<file path="config.mk">
export PLATFORM = sky130hd
export DESIGN_NAME = conv2d_ctrl_fetch_flat
export DESIGN_NICKNAME = d
export VERILOG_FILES = /design/src/rtl/conv2d_ctrl_fetch_pkg.sv /design/src/rtl/conv2d_ctrl_fetch_if.sv /design/src/rtl/conv2d_kernel_bank.sv /design/src/rtl/conv2d_ctrl_fetch.sv /design/src/flat_wrapper.sv
export SDC_FILE = /design/constraint.sdc
export NUM_CORES = 1
export LEC_CHECK = 0
export ABC_AREA = 1
export CAP_MARGIN = 20
export CORE_ASPECT_RATIO = 0.8
export CORE_MARGIN = 2
export CORE_UTILIZATION = 60
export DETAILED_ROUTE_END_ITERATION = 10
export DONT_BUFFER_PORTS = 1
export PLACE_DENSITY = 0.76
export SLEW_MARGIN = 20
export SYNTH_ARGS = -nofsm -noshare
export SYNTH_HDL_FRONTEND = slang
export SYNTH_SLANG_ARGS = --single-unit
</file>
<file path="constraint.sdc">
create_clock -name i_clk -period 3 [get_ports i_clk]
set_input_delay 0.6 -clock i_clk [delete_from_list [all_inputs] [get_ports i_clk]]
set_output_delay 0.6 -clock i_clk [all_outputs]
set_load 0.02 [all_outputs]
</file>
<file path="src/rtl/conv2d_ctrl_fetch_pkg.sv">
`default_nettype none
// ============================================================================
//  Module   : conv2d_ctrl_fetch_pkg
//  Brief    : Register map, bit positions, FSM states and kernel-count helper
//             shared by the conv2d control fetch block and its memory model.
//  Revision : 1.0  initial release
// ============================================================================
package conv2d_ctrl_fetch_pkg;

  // Control memory word addresses (word 1 is reserved and never read)
  localparam logic [3:0] ADDR_STATUS = 4'd0;
  localparam logic [3:0] ADDR_GEOM   = 4'd2;
  localparam logic [3:0] ADDR_CH     = 4'd3;
  localparam logic [3:0] ADDR_KERN0  = 4'd4;

  // Status word bit positions
  localparam int ST_START_BIT   = 0;
  localparam int ST_DONE_BIT    = 1;
  localparam int ST_CONV_BIT    = 2;
  localparam int ST_BNRELU_BIT  = 3;
  localparam int ST_MAXPOOL_BIT = 4;
  localparam int ST_LAYER_LSB   = 5;

  // Geometry word bit positions
  localparam int GEOM_WIDTH_LSB  = 0;
  localparam int GEOM_HEIGHT_LSB = 8;
  localparam int GEOM_KSIZE_LSB  = 16;
  localparam int GEOM_PAD_BIT    = 18;
  localparam int GEOM_STRIDE_LSB = 19;

  // Channel word bit positions
  localparam int CH_IN_LSB  = 0;
  localparam int CH_OUT_LSB = 10;

  // Fetch sequencer states
  typedef enum logic [2:0] {
    ST_IDLE    = 3'd0,
    ST_FETCH   = 3'd1,
    ST_ACK     = 3'd2,
    ST_START   = 3'd3,
    ST_RUN     = 3'd4,
    ST_DONE_WR = 3'd5,
    ST_GUARD   = 3'd6
  } state_t;

  // Number of kernel words to fetch: side 0 behaves as side 1, and the
  // count never exceeds the bank capacity.
  function automatic logic [3:0] kern_count(input logic [1:0] ksize, input int max_k);
    int side;
    int n;
    side = (ksize == 2'd0) ? 1 : int'(ksize);
    n    = side * side;
    if (n > max_k * max_k) n = max_k * max_k;
    return 4'(n);
  endfunction

endpackage
`default_nettype wire

</file>
<file path="src/rtl/conv2d_ctrl_fetch_if.sv">
`default_nettype none
// ============================================================================
//  Module   : conv2d_ctrl_fetch_if
//  Brief    : Control memory port: address, 1-cycle-latency read data and a
//             status-word write strobe with its data.
//  Revision : 1.0  initial release
// ============================================================================
interface conv2d_ctrl_fetch_if;
  logic [3:0]  o_ctrl_addr;
  logic [31:0] i_ctrl_data;
  logic        o_ctrl_we;
  logic [31:0] o_ctrl_data;

  modport master (output o_ctrl_addr, output o_ctrl_we, output o_ctrl_data, input i_ctrl_data);
  modport slave  (input o_ctrl_addr, input o_ctrl_we, input o_ctrl_data, output i_ctrl_data);
endinterface
`default_nettype wire

</file>
<file path="src/rtl/conv2d_kernel_bank.sv">
`default_nettype none
// ============================================================================
//  Module   : conv2d_kernel_bank
//  Brief    : SLOTS x DATA_WIDTH kernel register file with whole-bank clear,
//             single indexed write port and a flat read-out bus.
//  Revision : 1.0  initial release
// ============================================================================
module conv2d_kernel_bank #(
  parameter int DATA_WIDTH = 16,
  parameter int SLOTS      = 9,
  parameter int IDX_W      = 4
) (
  input  logic                        i_clk,
  input  logic                        i_rst,
  input  logic                        i_clear,
  input  logic                        i_we,
  input  logic [IDX_W-1:0]            i_idx,
  input  logic [DATA_WIDTH-1:0]       i_data,
  output logic [SLOTS*DATA_WIDTH-1:0] o_kernel
);

  genvar s;
  generate
    for (s = 0; s < SLOTS; s++) begin : g_slot
      logic [DATA_WIDTH-1:0] r_slot;

      // Slot register: cleared by reset or a new fetch, loaded when addressed
      always_ff @(posedge i_clk) begin
        if (!i_rst || i_clear) begin
          r_slot <= '0;
        end else if (i_we && (i_idx == IDX_W'(s))) begin
          r_slot <= i_data;
        end
      end

      assign o_kernel[s*DATA_WIDTH +: DATA_WIDTH] = r_slot;
    end
  endgenerate

endmodule
`default_nettype wire

</file>
<file path="src/rtl/conv2d_ctrl_fetch.sv">
`default_nettype none
// ============================================================================
//  Module   : conv2d_ctrl_fetch
//  Brief    : Polls the conv2d status word for a start request, burst-reads
//             geometry/channel/kernel words into registered configuration,
//             acknowledges, pulses the engine start and writes done back.
//  Revision : 1.0  initial release
// ============================================================================
module conv2d_ctrl_fetch
  import conv2d_ctrl_fetch_pkg::*;
#(
  parameter int DATA_WIDTH = 16,
  parameter int MAX_K      = 3
) (
  input  logic                              i_clk,
  input  logic                              i_rst,
  conv2d_ctrl_fetch_if.master               ctrl,
  output logic [7:0]                        o_width,
  output logic [7:0]                        o_height,
  output logic [1:0]                        o_ksize,
  output logic                              o_padding,
  output logic [1:0]                        o_stride,
  output logic [9:0]                        o_in_ch,
  output logic [9:0]                        o_out_ch,
  output logic                              o_op_conv,
  output logic                              o_op_bnrelu,
  output logic                              o_op_maxpool,
  output logic [3:0]                        o_layer,
  output logic [MAX_K*MAX_K*DATA_WIDTH-1:0] o_kernel,
  output logic                              o_start,
  input  logic                              i_done,
  output logic                              o_busy
);

  localparam int SLOTS = MAX_K * MAX_K;
  localparam int CNT_W = 4;

  state_t            r_state;
  state_t            w_state_next;
  logic [CNT_W-1:0]  r_cnt;
  logic [CNT_W-1:0]  w_kern_n;
  logic [CNT_W-1:0]  w_kern_idx;
  logic [31:0]       r_status;
  logic [31:0]       w_status_clr;
  logic [7:0]        r_width;
  logic [7:0]        r_height;
  logic [1:0]        r_ksize;
  logic              r_padding;
  logic [1:0]        r_stride;
  logic [9:0]        r_in_ch;
  logic [9:0]        r_out_ch;
  logic              w_start_req;
  logic              w_kern_clear;
  logic              w_kern_we;

  // A start request is only honoured with done clear; gating with reset keeps
  // the address output at zero while reset is held.
  assign w_start_req = i_rst && ctrl.i_ctrl_data[ST_START_BIT] && !ctrl.i_ctrl_data[ST_DONE_BIT];
  assign w_kern_n    = kern_count(r_ksize, MAX_K);

  // FETCH issues addr 3+cnt, so the word arriving while cnt=k is kernel slot
  // k-2; the ACK cycle receives the final slot with cnt already at N+1.
  assign w_kern_idx   = r_cnt - CNT_W'(2);
  assign w_kern_clear = (r_state == ST_IDLE) && w_start_req;
  assign w_kern_we    = ((r_state == ST_FETCH) && (r_cnt >= CNT_W'(2))) || (r_state == ST_ACK);

  // Status write-back image: latched word with start and done cleared
  always_comb begin
    w_status_clr               = r_status;
    w_status_clr[ST_START_BIT] = 1'b0;
    w_status_clr[ST_DONE_BIT]  = 1'b0;
  end

  // State register
  always_ff @(posedge i_clk) begin
    if (!i_rst) begin
      r_state <= ST_IDLE;
    end else begin
      r_state <= w_state_next;
    end
  end

  // Next-state and memory-port/start outputs
  always_comb begin
    w_state_next     = r_state;
    ctrl.o_ctrl_addr = ADDR_STATUS;
    ctrl.o_ctrl_we   = 1'b0;
    ctrl.o_ctrl_data = '0;
    o_start          = 1'b0;
    case (r_state)
      ST_IDLE: begin
        if (w_start_req) begin
          w_state_next     = ST_FETCH;
          ctrl.o_ctrl_addr = ADDR_GEOM;
        end
      end
      ST_FETCH: begin
        ctrl.o_ctrl_addr = ADDR_CH + r_cnt;
        // cnt==0 never matches (N>=1), so a stale ksize cannot end the burst
        if (r_cnt == w_kern_n) w_state_next = ST_ACK;
      end
      ST_ACK: begin
        ctrl.o_ctrl_we   = 1'b1;
        ctrl.o_ctrl_data = w_status_clr;
        w_state_next     = ST_START;
      end
      ST_START: begin
        o_start      = 1'b1;
        w_state_next = ST_RUN;
      end
      ST_RUN: begin
        if (i_done) w_state_next = ST_DONE_WR;
      end
      ST_DONE_WR: begin
        ctrl.o_ctrl_we                = 1'b1;
        ctrl.o_ctrl_data              = w_status_clr;
        ctrl.o_ctrl_data[ST_DONE_BIT] = 1'b1;
        w_state_next                  = ST_GUARD;
      end
      ST_GUARD: begin
        w_state_next = ST_IDLE;
      end
      default: begin
        w_state_next = ST_IDLE;
      end
    endcase
  end

  // Fetch word counter: held at zero outside FETCH
  always_ff @(posedge i_clk) begin
    if (!i_rst || (r_state == ST_IDLE)) begin
      r_cnt <= '0;
    end else if (r_state == ST_FETCH) begin
      r_cnt <= r_cnt + CNT_W'(1);
    end
  end

  // Configuration capture: status at the start sample, geometry and channels
  // one cycle after their address was issued
  always_ff @(posedge i_clk) begin
    if (!i_rst) begin
      r_status  <= '0;
      r_width   <= '0;
      r_height  <= '0;
      r_ksize   <= '0;
      r_padding <= 1'b0;
      r_stride  <= '0;
      r_in_ch   <= '0;
      r_out_ch  <= '0;
    end else if ((r_state == ST_IDLE) && w_start_req) begin
      r_status <= ctrl.i_ctrl_data;
    end else if ((r_state == ST_FETCH) && (r_cnt == CNT_W'(0))) begin
      r_width   <= ctrl.i_ctrl_data[GEOM_WIDTH_LSB  +: 8];
      r_height  <= ctrl.i_ctrl_data[GEOM_HEIGHT_LSB +: 8];
      r_ksize   <= ctrl.i_ctrl_data[GEOM_KSIZE_LSB  +: 2];
      r_padding <= ctrl.i_ctrl_data[GEOM_PAD_BIT];
      r_stride  <= ctrl.i_ctrl_data[GEOM_STRIDE_LSB +: 2];
    end else if ((r_state == ST_FETCH) && (r_cnt == CNT_W'(1))) begin
      r_in_ch  <= ctrl.i_ctrl_data[CH_IN_LSB  +: 10];
      r_out_ch <= ctrl.i_ctrl_data[CH_OUT_LSB +: 10];
    end
  end

  conv2d_kernel_bank #(
    .DATA_WIDTH (DATA_WIDTH),
    .SLOTS      (SLOTS),
    .IDX_W      (CNT_W)
  ) u_kernel_bank (
    .i_clk    (i_clk),
    .i_rst    (i_rst),
    .i_clear  (w_kern_clear),
    .i_we     (w_kern_we),
    .i_idx    (w_kern_idx),
    .i_data   (ctrl.i_ctrl_data[DATA_WIDTH-1:0]),
    .o_kernel (o_kernel)
  );

  assign o_width      = r_width;
  assign o_height     = r_height;
  assign o_ksize      = r_ksize;
  assign o_padding    = r_padding;
  assign o_stride     = r_stride;
  assign o_in_ch      = r_in_ch;
  assign o_out_ch     = r_out_ch;
  assign o_op_conv    = r_status[ST_CONV_BIT];
  assign o_op_bnrelu  = r_status[ST_BNRELU_BIT];
  assign o_op_maxpool = r_status[ST_MAXPOOL_BIT];
  assign o_layer      = r_status[ST_LAYER_LSB +: 4];
  assign o_busy       = (r_state != ST_IDLE);

endmodule
`default_nettype wire

</file>
<file path="src/flat_wrapper.sv">
// flat-port wrapper written by rule: the top's interface ports become plain ports
module conv2d_ctrl_fetch_flat import conv2d_ctrl_fetch_pkg::*;
#(
  parameter int DATA_WIDTH = 16,
  parameter int MAX_K      = 3
)
  (i_clk, i_rst, o_width, o_height, o_ksize, o_padding, o_stride, o_in_ch, o_out_ch, o_op_conv, o_op_bnrelu, o_op_maxpool, o_layer, o_kernel, o_start, i_done, o_busy, ctrl_o_ctrl_addr, ctrl_o_ctrl_we, ctrl_o_ctrl_data, ctrl_i_ctrl_data);
  conv2d_ctrl_fetch_if ctrl_i ();
  input  logic i_clk;
  input  logic i_rst;
  output logic [7:0] o_width;
  output logic [7:0] o_height;
  output logic [1:0] o_ksize;
  output logic o_padding;
  output logic [1:0] o_stride;
  output logic [9:0] o_in_ch;
  output logic [9:0] o_out_ch;
  output logic o_op_conv;
  output logic o_op_bnrelu;
  output logic o_op_maxpool;
  output logic [3:0] o_layer;
  output logic [MAX_K*MAX_K*DATA_WIDTH-1:0] o_kernel;
  output logic o_start;
  input  logic i_done;
  output logic o_busy;
  output wire logic [$bits(ctrl_i.o_ctrl_addr)-1:0] ctrl_o_ctrl_addr;
  output wire logic [$bits(ctrl_i.o_ctrl_we)-1:0] ctrl_o_ctrl_we;
  output wire logic [$bits(ctrl_i.o_ctrl_data)-1:0] ctrl_o_ctrl_data;
  input wire logic [$bits(ctrl_i.i_ctrl_data)-1:0] ctrl_i_ctrl_data;
  assign ctrl_o_ctrl_addr = ctrl_i.o_ctrl_addr;
  assign ctrl_o_ctrl_we = ctrl_i.o_ctrl_we;
  assign ctrl_o_ctrl_data = ctrl_i.o_ctrl_data;
  assign ctrl_i.i_ctrl_data = ctrl_i_ctrl_data;
  conv2d_ctrl_fetch #(.DATA_WIDTH(DATA_WIDTH), .MAX_K(MAX_K)) u_core (.i_clk(i_clk), .i_rst(i_rst), .ctrl(ctrl_i), .o_width(o_width), .o_height(o_height), .o_ksize(o_ksize), .o_padding(o_padding), .o_stride(o_stride), .o_in_ch(o_in_ch), .o_out_ch(o_out_ch), .o_op_conv(o_op_conv), .o_op_bnrelu(o_op_bnrelu), .o_op_maxpool(o_op_maxpool), .o_layer(o_layer), .o_kernel(o_kernel), .o_start(o_start), .i_done(i_done), .o_busy(o_busy));
endmodule
</file>
==> summary.md <==
| Metric | Value |
|---|---|
| CP max stage delay | 0.38 ns |
| CTS Hold Bufs | 0 |
| H-tree levels | 1 |
| Critical Path Fanout Max | 15 |
| RSZ-0062 raised after global routing | no |
| CP cell instances | nor2_1 -> nand2_1 -> nand2_1 -> clkinvlp_4 -> buf_4 -> nor2_1 |
| Post-synthesis simple-gate area fraction | 0.252 |
| Slew Viols, Final | 0 |
| Grt total ovfl | 0 |
| Reg2reg setup slack | 0.54 ns |
| Reg2reg end | u_core.u_kernel_bank.g_slot[8].r_slot[10] |
| HP Class | in -> reg |
| Synth Flop Type | dfxtp_1 |
| RePlAce Congestion | between 0.8 and 0.9 |
| Power per standard cell area | ~630 nW/um^2 |
| Initial antenna violation count | 0 |
| #FFs+latches synth | around 220 |
| Post-synthesis xor/xnor area fraction | 0.000946 |
| Syn_area_per_cell | 7.33 sq um |
| Total CTS buffers | 22 |
| Die width | about 140 microns |
| Multiplexer share of the synthesized area | 0 |
| R2R cell count | 9 |
| Drt drc | 0 |
| Async S/R FF share, synth | 0 |
| Worst hold slack | between 0.2 and 0.25 ns |
| HP Start | i_rst |
| Max frequency | between 300 and 400 MHz |
| Clock root cell | clkbuf_16 |
| Total number of vias | around 7900 |
| Slew HR | 0.454 |
| Final wirelength | 24900 microns |
| Share of layout cells above drive strength 1 | 0.0762 |
| Number of flops mapped to enable cells by yosys | 0 |
| Sum Neg Setup Slack | 0 ns |
| 1st-iter DRT viols | roughly 660 |
| Placed Area | between 9000 and 10000 sq um |
| Router iterations before antenna repair | 5 |
| Drt wl/cell | roughly 18 microns |
| Post-Synth Adder-Cell Area | 0.0108 |
| CTS tree | done |
| Final hold viol count | 0 |
| Syn-to-layout area delta | 6.97% |
| CP Data Required Time | ~2.4 ns |
| # clock sinks | between 200 and 250 |
| Worst hold path cell count | 2 |
| Final core utilization | 0.658 |
| Cell variety after synth | 30 |
| Post-route design area | just under 10000 sq um |
| Worst-margin pin slew | between 0.8 and 0.9 ns |
| Number of max-cap violations | 0 |
| CP top delay family | simple AND/OR/NAND/NOR gates |
| Diode count | 0 |
| Final-report setup violation count | 0 |
| Dpl hpwl | 15200 microns |
| Vias in the first global route | approximately 6700 |
| First-pass GRT wire length | 37900 microns |
| Ys Warns | 0 |
| CORE AREA | 15100 sq um |
| Worst reg2reg path startpoint | u_core.r_cnt[0] |
| Seq/Total Area, Yosys | 0.480 |
| Row count | 40 |
| Worst setup EP type | primary output |
| Top post-synthesis cells by area | dfxtp_1, a21oi_1, nor2_1 |
| Compound-Gate Fraction of Synth Area | 0.154 |
| Total GRT Usage | 0.291 |
| WP data arrival | around 2.3 ns |
| Status | completed |
| Largest net degree at the start of global routing | 145 |
| Clk buf depth | 3 |
| Height of the die | 115 microns |
| Yosys top cell area share | 0.480 |
| Count leader, synth | dfxtp_1 |
| Post-synth top cells | dfxtp_1, nor2_1, a21oi_1 |
| Skew-Pair Late Insertion Delay | around 0.50 ns |
| Worst-path clk slew | approximately 0.060 ns |
| Synthesized instance count | around 1300 |
| Largest family of logic cells by synthesized area | simple AND/OR/NAND/NOR gates |
| CP max-delay cell | dfxtp_1 |
| Min Tclk post-route | 2.89 ns |
| Worst VDD drop | ~0.36 mV |
| CP bufs+invs | 2 |
| Setup crit start kind | flip-flop |
| Post-DR vias/cell | between 5 and 6 |
| Kind of critical path | reg -> out |
| Largest area contributor in the netlist | dfxtp_1 |
| Final layout net count | roughly 1200 |
| Initial core utilization | 0.615 |
| Number of port buffers | 0 |
| Post-Syn Area | about 9300 sq um |
| Post-route ant nets | 0 |
| Hold EP | u_core.o_out_ch[9] |
| Final Skew | 0.0136 ns |
| I/O Pins | around 270 |
| Post-Syn Nets | 1307 |
| Total power | approximately 0.0062 W |
| Die Area | 16400 sq um |
| Period utilization | 0.962 |
| Leakage | between 3 and 4 nW |
## cell type report
type / instances / area (sq um)
clock inverter: 5 / 75.1
tap: 210 / 263
multi-input combinational: 840 / 3910
fill: 1304 / 5160
sequential: 222 / 4440
timing repair buffer: 20 / 200
timing repair inverter: 1 / 7.51
inverter: 86 / 327
clock buffer: 34 / 677
## layer usage
metal	up-vias	routed length, microns	global-route usage	part of all wire
met1	3559	10500	0.399	0.42
met4	0	523	0.0733	0.021
met2	351	11100	0.448	0.44
met3	39	2830	0.0966	0.11
met5	-	0	0	0
li1	3929	-	-	-
## through the flow
stage,worst slack (ns),std cells
after floorplan,0.914,1264
after global placement,0.544,1375
after detailed placement,0.472,1375
after CTS,-0.0339,1415
after global routing,0.0273,1418
final,0.113,1418
## where the power goes
part           total (W)  internal (W)  leakage (nW)  switching (W)
Clock            0.00284       0.00172         0.372        0.00112
Combinational   0.000343     0.0000875          1.55       0.000255
Sequential       0.00306       0.00300          1.79      0.0000673
## layout by cell type, fill, tap and decap left out, types with 2 or more instances in the layout
cell type	count
dfxtp_1	222
nor2_1	209
a21oi_1	192
nand2_1	164
nand3_1	151
inv_1	80
o21ai_0	75
clkbuf_16	23
buf_4	16
nor2_2	14
a21oi_2	10
ha_1	8
clkbuf_8	6
clkbuf_1	5
inv_2	4
buf_12	4
nor3_1	3
nor2_4	3
clkinv_2	3
clkinvlp_4	2
nand3_2	2
bufinv_16	2
## repair_timing
item	CTS	global route
setup endpoints to repair	30	30
gates resized for setup	2	4
setup buffers	0	3
cloned	1	0
## logic make-up (layout without fill, tap and decap cells)
kind of cell	after synthesis	count (layout)
xor+xnor	1	1
other cells	1	1
fa+ha+maj	8	8
compound gates	278	278
simple gates	552	552
flops	222	222
buf+inv	202	146
## worst register-to-register path, delay by kind of cell, from the launching register on
kind,cells,cell delay (ns)
adder cells (fa/ha/maj),1,0.22
buffers and inverters,2,0.33
flip-flops,1,0.48
AND/OR/NAND/NOR,6,1.33
## flip-flops by register name, summed over array words and instances (netlist names), 3 cells and up
signal / flops
u_core.o_height: 8
u_core.r_state: 3
u_core.r_status: 30
u_core.o_width: 8
u_core.u_kernel_bank.g_slot.r_slot: 144
u_core.r_cnt: 4
u_core.o_in_ch: 10
u_core.o_out_ch: 10
## worst max-delay path by stage
stage	start	endpoint	slack [ns]	cells past startpoint
floorplan	u_core.r_state[2]	ctrl_o_ctrl_addr[1]	0.91	6
global placement	u_core.r_state[2]	ctrl_o_ctrl_data[6]	0.54	5
detailed placement	u_core.r_state[2]	ctrl_o_ctrl_data[23]	0.47	5
CTS	u_core.r_state[2]	ctrl_o_ctrl_data[18]	-0.03	5
global route	u_core.r_state[2]	ctrl_o_ctrl_data[19]	0.03	6
finish	u_core.r_state[2]	ctrl_o_ctrl_data[23]	0.11	6
(Power assumes the default switching activity.)
